File: src/rtl/hazard_sched_ctrl.sv
// Stall/flush/forward control for the F/D/E/M segment registers, plus start/done sequencing of the multi-cycle unit.
// Hazard outputs are combinational. The state register updates on negedge clk, and the pipeline freezes while the unit is busy.
module hazard_sched_ctrl #(
  parameter int RA_W       = 4,
  parameter int MC_TIMEOUT = 64,
  parameter int CNT_W      = 7
) (
  input  logic            clk,
  input  logic            rst,
  input  logic [RA_W-1:0] ra1D,
  input  logic [RA_W-1:0] ra2D,
  input  logic [RA_W-1:0] ra1E,
  input  logic [RA_W-1:0] ra2E,
  input  logic [RA_W-1:0] wa3E,
  input  logic [RA_W-1:0] wa3M,
  input  logic [RA_W-1:0] wa3W,
  input  logic            RegWriteE,
  input  logic            RegWriteM,
  input  logic            RegWriteW,
  input  logic            MemtoRegE,
  input  logic            PCSrcE,
  input  logic            MultiCycleE,
  input  logic            mc_done,
  output logic            mc_start,
  output logic            StallF,
  output logic            StallD,
  output logic            StallE,
  output logic            FlushD,
  output logic            FlushE,
  output logic            FlushM,
  output logic [1:0]      ForwardAE,
  output logic [1:0]      ForwardBE,
  output logic            mc_timeout_err
);

  typedef enum logic [1:0] {
    IDLE  = 2'd0,
    BUSY  = 2'd1,
    DONE  = 2'd2,
    ABORT = 2'd3
  } state_t;

  localparam logic [CNT_W-1:0] CNT_LAST = CNT_W'(MC_TIMEOUT - 1);

  state_t           state_q, state_d;
  logic [CNT_W-1:0] cnt_q, cnt_d;
  logic             err_q, err_d;

  logic       lw_stall;
  logic       hz_stall_fd, hz_flush_d, hz_flush_e;
  logic [1:0] fwd_a, fwd_b;

  logic start, stall_fd, stall_e, flush_d, flush_e, flush_m;

  // Forwarding: the younger result in M takes priority over W.
  always_comb begin
    fwd_a = 2'b00;
    fwd_b = 2'b00;
    if (RegWriteM && (wa3M == ra1E))      fwd_a = 2'b10;
    else if (RegWriteW && (wa3W == ra1E)) fwd_a = 2'b01;
    if (RegWriteM && (wa3M == ra2E))      fwd_b = 2'b10;
    else if (RegWriteW && (wa3W == ra2E)) fwd_b = 2'b01;
  end

  assign lw_stall = MemtoRegE && RegWriteE && ((wa3E == ra1D) || (wa3E == ra2D));

  // A taken branch squashes the load-use bubble; the fetch stall would hold a wrong-path PC.
  always_comb begin
    hz_stall_fd = 1'b0;
    hz_flush_d  = 1'b0;
    hz_flush_e  = 1'b0;
    if (PCSrcE) begin
      hz_flush_d = 1'b1;
      hz_flush_e = 1'b1;
    end else if (lw_stall) begin
      hz_stall_fd = 1'b1;
      hz_flush_e  = 1'b1;
    end
  end

  always_ff @(negedge clk or negedge rst) begin
    if (!rst) begin
      state_q <= IDLE;
      cnt_q   <= '0;
      err_q   <= 1'b0;
    end else begin
      state_q <= state_d;
      cnt_q   <= cnt_d;
      err_q   <= err_d;
    end
  end

  always_comb begin
    state_d  = state_q;
    cnt_d    = cnt_q;
    err_d    = err_q;
    start    = 1'b0;
    stall_fd = 1'b0;
    stall_e  = 1'b0;
    flush_d  = 1'b0;
    flush_e  = 1'b0;
    flush_m  = 1'b0;
    case (state_q)
      IDLE: begin
        cnt_d = '0;
        if (MultiCycleE && !PCSrcE) begin
          // E is held for the unit, so no E bubble is inserted here.
          start    = 1'b1;
          stall_fd = 1'b1;
          stall_e  = 1'b1;
          flush_m  = 1'b1;
          state_d  = BUSY;
        end else begin
          stall_fd = hz_stall_fd;
          flush_d  = hz_flush_d;
          flush_e  = hz_flush_e;
        end
      end
      BUSY: begin
        stall_fd = 1'b1;
        stall_e  = 1'b1;
        flush_m  = 1'b1;
        cnt_d    = cnt_q + CNT_W'(1);
        if (mc_done)                state_d = DONE;
        else if (cnt_q == CNT_LAST) state_d = ABORT;
      end
      DONE: begin
        stall_fd = hz_stall_fd;
        flush_d  = hz_flush_d;
        flush_e  = hz_flush_e;
        cnt_d    = '0;
        state_d  = IDLE;
      end
      ABORT: begin
        stall_fd = hz_stall_fd;
        flush_d  = hz_flush_d;
        flush_e  = hz_flush_e;
        flush_m  = 1'b1;
        err_d    = 1'b1;
        cnt_d    = '0;
        state_d  = IDLE;
      end
      default: begin
        cnt_d   = '0;
        state_d = IDLE;
      end
    endcase
  end

  // All outputs are held low for as long as reset is asserted.
  assign mc_start       = rst & start;
  assign StallF         = rst & stall_fd;
  assign StallD         = rst & stall_fd;
  assign StallE         = rst & stall_e;
  assign FlushD         = rst & flush_d;
  assign FlushE         = rst & flush_e;
  assign FlushM         = rst & flush_m;
  assign ForwardAE      = rst ? fwd_a : 2'b00;
  assign ForwardBE      = rst ? fwd_b : 2'b00;
  assign mc_timeout_err = rst & err_q;

endmodule

File: config.mk
export PLATFORM = sky130hd
export DESIGN_NAME = hazard_sched_ctrl
export DESIGN_NICKNAME = d
export VERILOG_FILES = /design/src/rtl/hazard_sched_ctrl.sv
export SDC_FILE = /design/constraint.sdc
export NUM_CORES = 1
export LEC_CHECK = 0
export BUFFER_PORTS_ARGS = -buffer_cell sky130_fd_sc_hd__buf_4
export CORE_MARGIN = 5
export CORE_UTILIZATION = 38
export DETAILED_ROUTE_END_ITERATION = 8
export PLACE_DENSITY_LB_ADDON = 0.25
export SLEW_MARGIN = 20
export SYNTH_ARGS = -nofsm -noshare
export SYNTH_HDL_FRONTEND = slang
export SYNTH_SLANG_ARGS = --single-unit
File: constraint.sdc
create_clock -name clk -period 1.15 [get_ports clk]
set_input_delay 0.115 -clock clk [delete_from_list [all_inputs] [get_ports clk]]
set_output_delay 0.115 -clock clk [all_outputs]
set_load 0.05 [all_outputs]
* Word-level counts from Yosys, hierarchy flattened *
Index checks and enable logic that the tools add are counted.

operators by class
  eq/ne operators = 12
  $add $sub $neg = 1
  bitwise logic cells = 7
  mux-type cells = 25
  reductions and logical operators = 14

operators with widths
  kind                                                 count
  equality test 4 bit                                  6
  2-to-1 mux 2 bit                                     7
  one-hot mux 7 bit (2 select lines)                   1
  2-to-1 mux 1 bit                                     11
  one-hot mux 1 bit (2 select lines)                   4
  adder 7 x 1 -> 7 bit, second input constant          1
  bitwise AND 1 bit                                    7
  equality test 7 x 6 -> 1 bit, second input constant  1
  logical AND 1 bit                                    7
  one-hot mux 2 bit (3 select lines)                   1
  equality test 2 bit, second input constant           2
  OR reduction 2 bit                                   2
  != test 3 bit, second input constant                 1
  one-hot mux 1 bit (3 select lines)                   1
  OR reduction 3 bit                                   1
  equality test 2 x 1 -> 1 bit, second input constant  1
  zero test 2 bit                                      1
  != test 2 bit, second input constant                 1
  AND reduction 2 bit                                  1
  zero test 1 bit                                      1
  logical OR 1 bit                                     1

storage, ports and cells
  word-level logic and storage cells = 62
  input bits = 37
  register bits after elaboration = 10
  output and inout bits = 12

* Depth between registers and ports, before layout *
Gate-level depths: netlist (run 1).

  depth in word-level cells = 8
  mapped depth = 5
  depth with buffers taken out = 4

==> results.md, run 1 <==
- **run status** finished with violations
- **violations in the final reports** negative setup slack
- **CP Capture Type** primary output
- **antenna violation net count after detailed routing** 0
- **commonest register cell after synthesis** sky130_fd_sc_hd__dfrtn_1
- **average routed wire per standard cell** 23.3 um
- **unrepaired setup endpoints after global routing** true
- **Maximum Capacitance Violations** 0
- **simple-gate area share of the yosys netlist** 0.240
- **headroom to the max-slew limit** 0.611
- **kind of start point of the critical path** flip-flop
- **count of flip-flops with a built-in enable after synthesis** 0
- **Worst Hold Margin** 0.309 ns
- **CP max FO** 4
- **P_leak** 0.824 nW
- **Net Count, Synth** 126
- **max-slew violation count** 0
- **r2r startpoint** state_q[0]$_DFFE_NN0P_
- **TritonCTS clock tree** yes
- **compound-gate portion of the synthesized area** 0.0837
- **CORE AREA** 1980 um^2
- **post-synthesis mux area share** 0.0142
- **latest clock arrival within the worst-skew pair** 0.29 ns
- **post-CTS clock slew at the launch and capture registers of the worst setup and hold paths** 0.06 ns
- **Worst Path Class, Setup** flip-flop to primary output
- **Distinct cells, synth** 29
- **synth warn** 0
- **# clock sinks** 10
- **Total Wirelength** 4480 um
- **Critical Path Source** state_q[1]$_DFFE_NN0P_
- **number of buffers inserted by hold repair at cts** 0
- **total power density per cell area** 861 nW/um^2
- **sequential fraction of the synthesis area** 0.316
- **Max Clock Skew** 0.0148 ns
- **number of register bits inferred by synthesis** 10
- **buffers and inverters on the worst path** 1
- **synthesized-area fraction occupied by adder cells** 0.0158
- **Slowest Stage Delay on Critical Path** 0.50 ns
- **count of standard-cell rows** 16
- **synthesized-area fraction occupied by xor and xnor cells** 0.310
- **routability cong.** 0.810
- **effective utilization at floorplan** 0.400
- **number of antenna diodes** 0
- **detailed-route DRC error count** 0
- **Inserted Clock Buffers** 3
- **most frequent standard cell in the layout excluding fill and tap cells** sky130_fd_sc_hd__buf_4
- **Non-Filler Cell Area, Final** 1870 um^2
- **top library cells by usage in the layout, fill and taps aside** sky130_fd_sc_hd__buf_4 (49), sky130_fd_sc_hd__buf_6 (20), sky130_fd_sc_hd__dfrtn_1 (10)
- **number of placed cells counting well taps** 181
- **Chip Width** 55.7 um
- **number of global-route vias before repair** 1,063
- **post-synthesis async set-or-reset flop share** 1.00
- **count of endpoints failing hold in the final timing report** 0
- **dominant combinational cell family by area after synthesis** XOR/XNOR gates
- **gr ovfl total** 0
- **count of mapped cells out of synthesis** 88
- **number of antenna violations at the first check in global routing** 0
- **Final Non-Filler Cells** 192
- **worst-case setup slack after placement** -0.606 ns
- **top cell family by delay on the critical path** flip-flops
- **number of iterations in the first detailed-routing pass** 4
- **Max Root-Sink Buffers** 2
- **number of vias per cell after detailed routing** 5.55
- **fraction of layout cells with a size suffix above 1** 0.715
- **Boundary Pins** 49
- **Synth Cell Area** 792 um^2
- **post-detail-place hpwl** 2020 um
- **global-route wire length before repair** 5480 um
- **Crit-path slowest cell** sky130_fd_sc_hd__dfrtn_1
- **cell at the root of the clock tree** sky130_fd_sc_hd__clkbuf_4
- **I/O Buffers** 48
- **standard cell area after detailed placement** 1420 um^2
- **floorplan die area** 3100 um^2
- **WP data required** 1.03 ns
- **global routing usage summed across all routing layers** 0.227
- **worst path cell trace** nand2b_4 > and3_4 > o21bai_4 > buf_6
- **CTS H-tree lvls** 1
- **Setup-failing EPs final** 15
- **PnR Total Power** 1.61 mW
- **Syn Area/Cell** 9.00 um^2
- **maximum number of pins on one net before global-route repair** 14
- **endpoint arrival time on the critical path** 2.03 ns
- **initial detailed-routing violation count** 40
- **height of the die** 55.7 um
- **slew at the pin closest to its max-slew limit** 0.576 ns
- **worst ir drop on vdd** 0.00104 V
- **type of the most critical hold path** primary input to asynchronous set/reset pin
- **Area Overhead vs Synth** 136%
- **via count** 1,065
- **final critical-path setup slack** -0.998 ns
- **final layout net count** 204
cells in the mapped netlist (2+ instances only):
cell	count	area (um^2)
sky130_fd_sc_hd__and2_1	3	18.8
sky130_fd_sc_hd__and3_1	2	12.5
sky130_fd_sc_hd__dfrtn_1	10	250
sky130_fd_sc_hd__nand2_1	4	15.0
sky130_fd_sc_hd__nand2b_1	3	18.8
sky130_fd_sc_hd__nand3_1	4	20.0
sky130_fd_sc_hd__nor2_1	10	37.5
sky130_fd_sc_hd__nor4_1	5	31.3
sky130_fd_sc_hd__xnor2_1	13	114
sky130_fd_sc_hd__xor2_1	15	131
sequential cells by signal, indices dropped and copies added (netlist names):
register  count
cnt_q         7
err_q         1
state_q       2
area by class of cell:
type / instances / area, um^2
clock buffer: 4 / 36.3
fill: 57 / 116
inverter: 1 / 3.75
multi-input combinational: 75 / 853
sequential: 10 / 250
tap: 27 / 33.8
timing repair buffer: 75 / 688
power by group:
group          internal [mW]  switching, mW
logic                  0.436          0.426
registers              0.380         0.0303
clock network          0.193          0.140
total                   1.01          0.596
routing by layer:
metal  share of wire  vias up  wire [um]  track usage
met3           0.075       21        337       0.0534
met2            0.53       76       2370        0.407
met5               0        -          0            0
met1            0.36      511       1620        0.275
met4           0.034        0        154       0.0417
li1                -      457          -            -
cells by family (layout without fill, tap and decap cells):
kind of cell               Yosys count  in the layout
adders and majority gates            1              1
AOI/OAI and AO/OA                    9              9
xor gates and xnor gates            28             28
DFF                                 10             10
and+or+nand+nor                     36             36
buffers and inverters                3             80
muxes                                1              1
final timing paths:
check | cells past startpoint | slack, ns | endpoint
setup / recovery | 4 | -1.0 | FlushE
hold / removal | 2 | 0.31 | cnt_q[6]$_DFF_NN0_
setup reg to reg | 4 | -0.07 | state_q[0]$_DFFE_NN0P_
hold reg to reg | 2 | 0.51 | cnt_q[6]$_DFF_NN0_
max in group asynchronous | 2 | 0.63 | cnt_q[4]$_DFF_NN0_
min in group clk | 2 | 0.51 | cnt_q[6]$_DFF_NN0_
repair_timing:
item	CTS	global route
gates resized for setup	38	29
setup endpoints to repair	13	15
endpoints found under the hold margin	0	0
setup buffers	6	3
pin swaps	15	10
per-stage QoR:
stage                     setup TNS, ns   util
after floorplan                   -4.61      -
after global placement            -4.29  0.716
after detailed placement          -4.55  0.716
after CTS                         -6.41  0.846
after global routing              -7.87  0.941
final                             -7.32  0.941
Note: power is estimated with default switching activity, not from simulation.
==> inputs of run 2 (changes only) <==
--- a/config.mk
+++ b/config.mk
@@ -6,8 +6,9 @@
 export NUM_CORES = 1
 export LEC_CHECK = 0
 export BUFFER_PORTS_ARGS = -buffer_cell sky130_fd_sc_hd__buf_4
-export CORE_MARGIN = 5
+export CAP_MARGIN = 20
 export CORE_UTILIZATION = 38
+export CTS_CLUSTER_DIAMETER = 100
 export DETAILED_ROUTE_END_ITERATION = 8
 export PLACE_DENSITY_LB_ADDON = 0.25
 export SLEW_MARGIN = 20
==> run 2 against run 1 <==
The run still ends with negative setup slack left; die area down 27%; register-to-register slack better by 0.10 ns; cell area down 6.0%; flip-flop and latch count unchanged; non-clock buffer count down 4; first-iteration DRC count down 70%.
==> results.md, run 2 (synthesis results as in run 1) <==
- **most frequent standard cell in the layout excluding fill and tap cells** sky130_fd_sc_hd__buf_4
- **CTS H-tree lvls** 1, unchanged
- **run status** finished with violations
- **maximum number of pins on one net before global-route repair** 11, -3
- **Total Wirelength** 3280 um, -27%
- **CP Capture Type** primary output
- **WP data required** 1.03 ns, about the same
- **worst-case setup slack after placement** -0.596 ns, +0.00948 ns
- **latest clock arrival within the worst-skew pair** 0.27 ns, -0.02 ns
- **Max Clock Skew** 0.00164 ns, -0.0131 ns
- **number of iterations in the first detailed-routing pass** 4, unchanged
- **Area Overhead vs Synth** 121%
- **violations in the final reports** negative setup slack
- **count of standard-cell rows** 16, unchanged
- **r2r startpoint** cnt_q[2]$_DFF_NN0_
- **Largest register FFs** 7, unchanged
- **total power density per cell area** 831 nW/um^2, -3.4%
- **Worst Path Class, Setup** flip-flop to primary output
- **TritonCTS clock tree** yes
- **initial detailed-routing violation count** 12, -70%
- **effective utilization at floorplan** 0.404, +0.00408
- **RR Endpoint** cnt_q[5]$_DFF_NN0_
- **post-CTS clock slew at the launch and capture registers of the worst setup and hold paths** 0.05 ns, about the same
- **unrepaired setup endpoints after global routing** true
- **post-detail-place hpwl** 1800 um, -11%
- **Final Non-Filler Cells** 188, -2.1%
- **P_leak** 0.790 nW, -4.1%
- **average routed wire per standard cell** 17.5 um, -25%
- **fraction of layout cells with a size suffix above 1** 0.689, -0.0257
- **top library cells by usage in the layout, fill and taps aside** sky130_fd_sc_hd__buf_4 (48), sky130_fd_sc_hd__buf_6 (18), sky130_fd_sc_hd__xor2_1 (13)
- **PnR Total Power** 1.46 mW, -9.2%
- **Max Root-Sink Buffers** 2, unchanged
- **Setup-failing EPs final** 12, -3
- **max-slew violation count** 0, unchanged
- **slew at the pin closest to its max-slew limit** 0.522 ns, -0.0540 ns
- **global routing usage summed across all routing layers** 0.222, -0.00422
- **global-route wire length before repair** 3470 um, -37%
- **setup slack of the worst register-to-register path** 0.03 ns, +0.10 ns
- **largest register by flop count** cnt_q
- **Boundary Pins** 49, unchanged
- **Worst Hold Margin** 0.126 ns, -0.183 ns
- **kind of start point of the critical path** flip-flop
- **cell at the root of the clock tree** sky130_fd_sc_hd__clkbuf_4
- **Total Neg Setup Slack** -6.49 ns, +0.826 ns
- **gr ovfl total** 0, unchanged
- **cell count of the worst reg-to-reg path** 3, -1
- **Filler cells** 84, +47%
- **number of antenna diodes** 0, unchanged
- **height of the die** 47.7 um, -14%
- **Maximum Capacitance Violations** 0, unchanged
- **I/O Buffers** 48, unchanged
- **Inserted Clock Buffers** 3, unchanged
- **count of endpoints failing hold in the final timing report** 0, unchanged
- **CP max FO** 4, unchanged
- **number of global-route vias before repair** 883, -17%
- **final layout net count** 200, -2.0%
- **headroom to the max-slew limit** 0.648, +0.0364
- **largest registers ranked by flip-flop count** cnt_q (7), state_q (2), err_q (1)
- **Chip Width** 47.7 um, -14%
- **routability cong.** 0.766, -5.5%
- **number of placed cells counting well taps** 181, unchanged
- **worst ir drop on vdd** 0.000786 V, -24%
- **via count** 974, -8.5%
- **detailed-route DRC error count** 0, unchanged
- **type of the most critical hold path** primary input to asynchronous set/reset pin
- **endpoint arrival time on the critical path** 1.90 ns, -0.13 ns
- **number of vias per cell after detailed routing** 5.18, -6.6%
- **CORE AREA** 1960 um^2, -1.0%
- **number of antenna violations at the first check in global routing** 0, unchanged
- **final critical-path setup slack** -0.867 ns, +0.131 ns
- **antenna violation net count after detailed routing** 0, unchanged
- **# clock sinks** 10, unchanged
- **floorplan die area** 2270 um^2, -27%
- **number of buffers inserted by hold repair at cts** 0, unchanged
[run 2: cell types whose count changed in the layout (fill, tap and decap cells not counted), moves of 2 or more]
cell	before	now
sky130_fd_sc_hd__buf_6	20	18
sky130_fd_sc_hd__xnor2_1	7	5
sky130_fd_sc_hd__xor2_1	9	13
sky130_fd_sc_hd__xor2_4	3	0
[run 2: worst max path at each step]
stage,from,endpoint,slack [ns],cells after the start
floorplan,state_q[0]$_DFFE_NN0P_,StallF,-0.76,3
detailed placement,state_q[0]$_DFFE_NN0P_,FlushE,-0.60,4
finish,state_q[1]$_DFFE_NN0P_,FlushE,-0.87,4
global route,state_q[0]$_DFFE_NN0P_,FlushE,-0.92,4
CTS,state_q[0]$_DFFE_NN0P_,FlushE,-0.86,4
global placement,state_q[1]$_DFFE_NN0P_,FlushE,-0.58,4
[run 2: repair_timing]
action                     4_1_cts  5_1_grt
buffers inserted                 3        0
pin swaps                        3       14
cloned                           0        0
setup endpoints to repair       13       14
gates resized for setup         23       32
[run 2: per-stage QoR]
step | util | instance area [um^2]
global placement | 0.723 | 1420
finish | 0.894 | 1750
CTS | 0.802 | 1570
detailed placement | 0.723 | 1420
global route | 0.894 | 1750
floorplan | - | 897
[run 2: layout make-up]
cell class	instances	area (um^2)	share of cell area
multi-input cells	75	792	0.451
repair buffers	71	638	0.364
flip-flops and latches	10	250	0.143
clock buffers	4	36.3	0.0207
well taps	27	33.8	0.0193
inverters	1	3.75	0.00214
[run 2: per-layer routing]
layer / GRT usage / wire (um) / up-vias / part of all wire
met5: 0 / 0 / - / 0
met4: 0.0944 / 95 / 0 / 0.029
met3: 0.0566 / 212 / 8 / 0.065
met2: 0.444 / 1810 / 51 / 0.55
met1: 0.211 / 1170 / 471 / 0.36
li1: - / - / 444 / -
[run 2: critical path, cell delays in order (launching register included)]
cell and delay (ns):
sky130_fd_sc_hd__dfrtn_1 0.46, sky130_fd_sc_hd__nand2b_1 0.15, sky130_fd_sc_hd__and3_4 0.18, sky130_fd_sc_hd__o21bai_4 0.11
sky130_fd_sc_hd__buf_8 0.16
[run 2: power by group]
part	internal, mW	switching [mW]	leakage (nW)	total [mW]
logic	0.382	0.367	0.636	0.748
clock network	0.192	0.117	0.0210	0.309
registers	0.381	0.0200	0.133	0.401
total	0.954	0.504	0.790	1.46
==> inputs of run 3 (changes only) <==
--- a/config.mk
+++ b/config.mk
@@ -11,6 +11,7 @@
 export CTS_CLUSTER_DIAMETER = 100
 export DETAILED_ROUTE_END_ITERATION = 8
 export PLACE_DENSITY_LB_ADDON = 0.25
+export REMOVE_ABC_BUFFERS = 1
 export SLEW_MARGIN = 20
 export SYNTH_ARGS = -nofsm -noshare
 export SYNTH_HDL_FRONTEND = slang
==> run 3 against run 2 <==
Critical path type unchanged; critical path depth unchanged; highest routed layer unchanged; total power is 2.2% lower; non-clock buffer count is 1 higher; clock skew increased by 0.0016 ns; final cell count unchanged; count of clock-buffer cells in the layout down 1; the flow still finishes with violations (negative setup slack); first-iteration DRC count decreased by 75%.
==> results.md, run 3 (synthesis results as in run 1) <==
- **Final Non-Filler Cells** 188, unchanged
- **switching power as a share of total power** 0.364, +0.0183
- **via count** 977, +0.31%
- **net switching power** 0.519 mW, +3.0%
- **final layout net count** 201, +0.50%
- **Maximum Capacitance Violations** 0, unchanged
- **CP Capture Type** primary output
- **Area Overhead vs Synth** 121%, about the same
- **number of vias per cell after detailed routing** 5.20, +0.31%
- **routability cong.** 0.773, +0.97%
- **effective utilization at floorplan** 0.404, unchanged
- **total power density per cell area** 814 nW/um^2, -2.1%
- **number of global-route vias before repair** 860, -2.6%
- **Largest register FFs** 7, unchanged
- **post-CTS clock slew at the launch and capture registers of the worst setup and hold paths** 0.05 ns, about the same
- **sequential fraction of design power** 0.288, +0.013
- **average routed wire per standard cell** 19.4 um, +11%
- **number of antenna violations at the first check in global routing** 0, unchanged
- **# clock sinks** 10, unchanged
- **largest register by flop count** cnt_q
- **post-detail-place hpwl** 1780 um, -1.0%
- **fraction of layout cells with a size suffix above 1** 0.677, -0.0124
- **Clock power frac** 0.160, -0.052
- **global routing usage summed across all routing layers** 0.219, -0.00322
- **final critical-path setup slack** -0.984 ns, -0.117 ns
- **number of antenna diodes** 0, unchanged
- **maximum number of pins on one net before global-route repair** 9, -2
- **violations in the final reports** negative setup slack
- **worst-case setup slack after placement** -0.601 ns, -0.00418 ns
- **height of the die** 47.7 um, unchanged
- **CP max FO** 3, -1
- **global-route wire length before repair** 3410 um, -1.8%
- **worst ir drop on vdd** 0.00110 V, +40%
- **floorplan die area** 2270 um^2, unchanged
- **max-slew violation count** 0, unchanged
- **Max Root-Sink Buffers** 2, unchanged
- **endpoint arrival time on the critical path** 2.02 ns, +0.12 ns
- **count of standard-cell rows** 16, unchanged
- **TritonCTS clock tree** yes
- **antenna violation net count after detailed routing** 0, unchanged
- **CORE AREA** 1960 um^2, unchanged
- **Inserted Clock Buffers** 3, unchanged
- **Pint** 0.907 mW, -4.9%
- **count of endpoints failing hold in the final timing report** 0, unchanged
- **Boundary Pins** 49, unchanged
- **WP data required** 1.03 ns, about the same
- **I/O Buffers** 48, unchanged
- **P_leak** 0.780 nW, -1.3%
- **slew at the pin closest to its max-slew limit** 0.489 ns, -0.0330 ns
- **run status** finished with violations
- **Worst Path Class, Setup** flip-flop to primary output
- **latest clock arrival within the worst-skew pair** 0.27 ns, about the same
- **area used by sequential logic in the layout** 250 um^2, unchanged
- **top library cells by usage in the layout, fill and taps aside** sky130_fd_sc_hd__buf_4 (48), sky130_fd_sc_hd__buf_6 (18), sky130_fd_sc_hd__xor2_1 (12)
- **number of buffers inserted by hold repair at cts** 0, unchanged
- **combinational power share** 0.553, +0.040
- **Max Clock Skew** 0.00321 ns, +0.00156 ns
- **Total Neg Setup Slack** -7.28 ns, -0.790 ns
- **headroom to the max-slew limit** 0.670, +0.0223
- **most frequent standard cell in the layout excluding fill and tap cells** sky130_fd_sc_hd__buf_4
- **CTS H-tree lvls** 1, unchanged
- **kind of start point of the critical path** flip-flop
- **Chip Width** 47.7 um, unchanged
- **initial detailed-routing violation count** 3, -9
- **unrepaired setup endpoints after global routing** true
- **PnR Total Power** 1.43 mW, -2.2%
- **number of iterations in the first detailed-routing pass** 4, unchanged
- **Total Wirelength** 3640 um, +11%
- **largest registers ranked by flip-flop count** cnt_q (7), state_q (2), err_q (1)
- **Setup-failing EPs final** 13, +1
- **detailed-route DRC error count** 0, unchanged
- **number of placed cells counting well taps** 179, -1.1%
- **Filler cells** 78, -7.1%
- **cell at the root of the clock tree** sky130_fd_sc_hd__clkbuf_4
- **area of the multi-input gates** 790 um^2, -0.32%
- **type of the most critical hold path** primary input to asynchronous set/reset pin
- **gr ovfl total** 0, unchanged
-- run 3: cell type report --
cell class | instances | share of cell area
tap | 27 | 0.0193
multi-input combinational | 75 | 0.450
sequential | 10 | 0.143
clock buffer | 3 | 0.0128
inverter | 1 | 0.00214
timing repair buffer | 72 | 0.373
-- run 3: final timing paths --
check,from,endpoint,slack [ns],cells after the start
worst max-delay path,state_q[0]$_DFFE_NN0P_,FlushE,-0.98,4
worst min-delay path,rst,err_q$_DFFE_NN0P_,0.29,2
worst max register to register,state_q[0]$_DFFE_NN0P_,state_q[0]$_DFFE_NN0P_,-0.02,4
worst min register to register,cnt_q[6]$_DFF_NN0_,cnt_q[6]$_DFF_NN0_,0.49,2
max in group asynchronous,rst,cnt_q[0]$_DFF_NN0_,0.69,2
min in group clk,cnt_q[6]$_DFF_NN0_,cnt_q[6]$_DFF_NN0_,0.49,2
-- run 3: power by group through the flow --
| stage | logic (mW) | clock network (mW) | registers [mW] |
|---|---|---|---|
| after floorplan | 0.250 | 0 | 0.404 |
| after global placement | 0.511 | 0 | 0.405 |
| after detailed placement | 0.525 | 0 | 0.406 |
| after CTS | 0.648 | 0.230 | 0.399 |
| after global routing | 0.828 | 0.246 | 0.412 |
| final | 0.788 | 0.228 | 0.410 |
-- run 3: per-layer routing --
| metal | up-vias | track usage | wire [um] |
|---|---|---|---|
| met1 | 465 | 0.210 | 1340 |
| met3 | 20 | 0.0340 | 229 |
| li1 | 446 | - | - |
| met5 | - | 0 | 0 |
| met2 | 46 | 0.447 | 1880 |
| met4 | 0 | 0.100 | 182 |
-- run 3: metrics by stage --
step / hold slack (ns) / util / cell area [um^2]
floorplan: 0.286 / - / 779
detailed placement: 0.418 / 0.667 / 1310
CTS: 0.263 / 0.785 / 1540
global route: 0.297 / 0.893 / 1750
global placement: 0.404 / 0.667 / 1310
finish: 0.294 / 0.893 / 1750
-- run 3: what timing repair did --
item / in CTS / in global routing
endpoints found under the setup margin: 13 / 14
endpoints found under the hold margin: 0 / 0
pin swaps: 13 / 20
setup buffers: 4 / 2
gates resized for setup: 37 / 36
-- run 3: critical path, cell delays in order, from the launching register on --
cell                       delay (ns)
sky130_fd_sc_hd__dfrtn_1         0.55
sky130_fd_sc_hd__nand2b_4        0.07
sky130_fd_sc_hd__and3_4          0.18
sky130_fd_sc_hd__o21bai_1        0.17
sky130_fd_sc_hd__buf_4           0.21
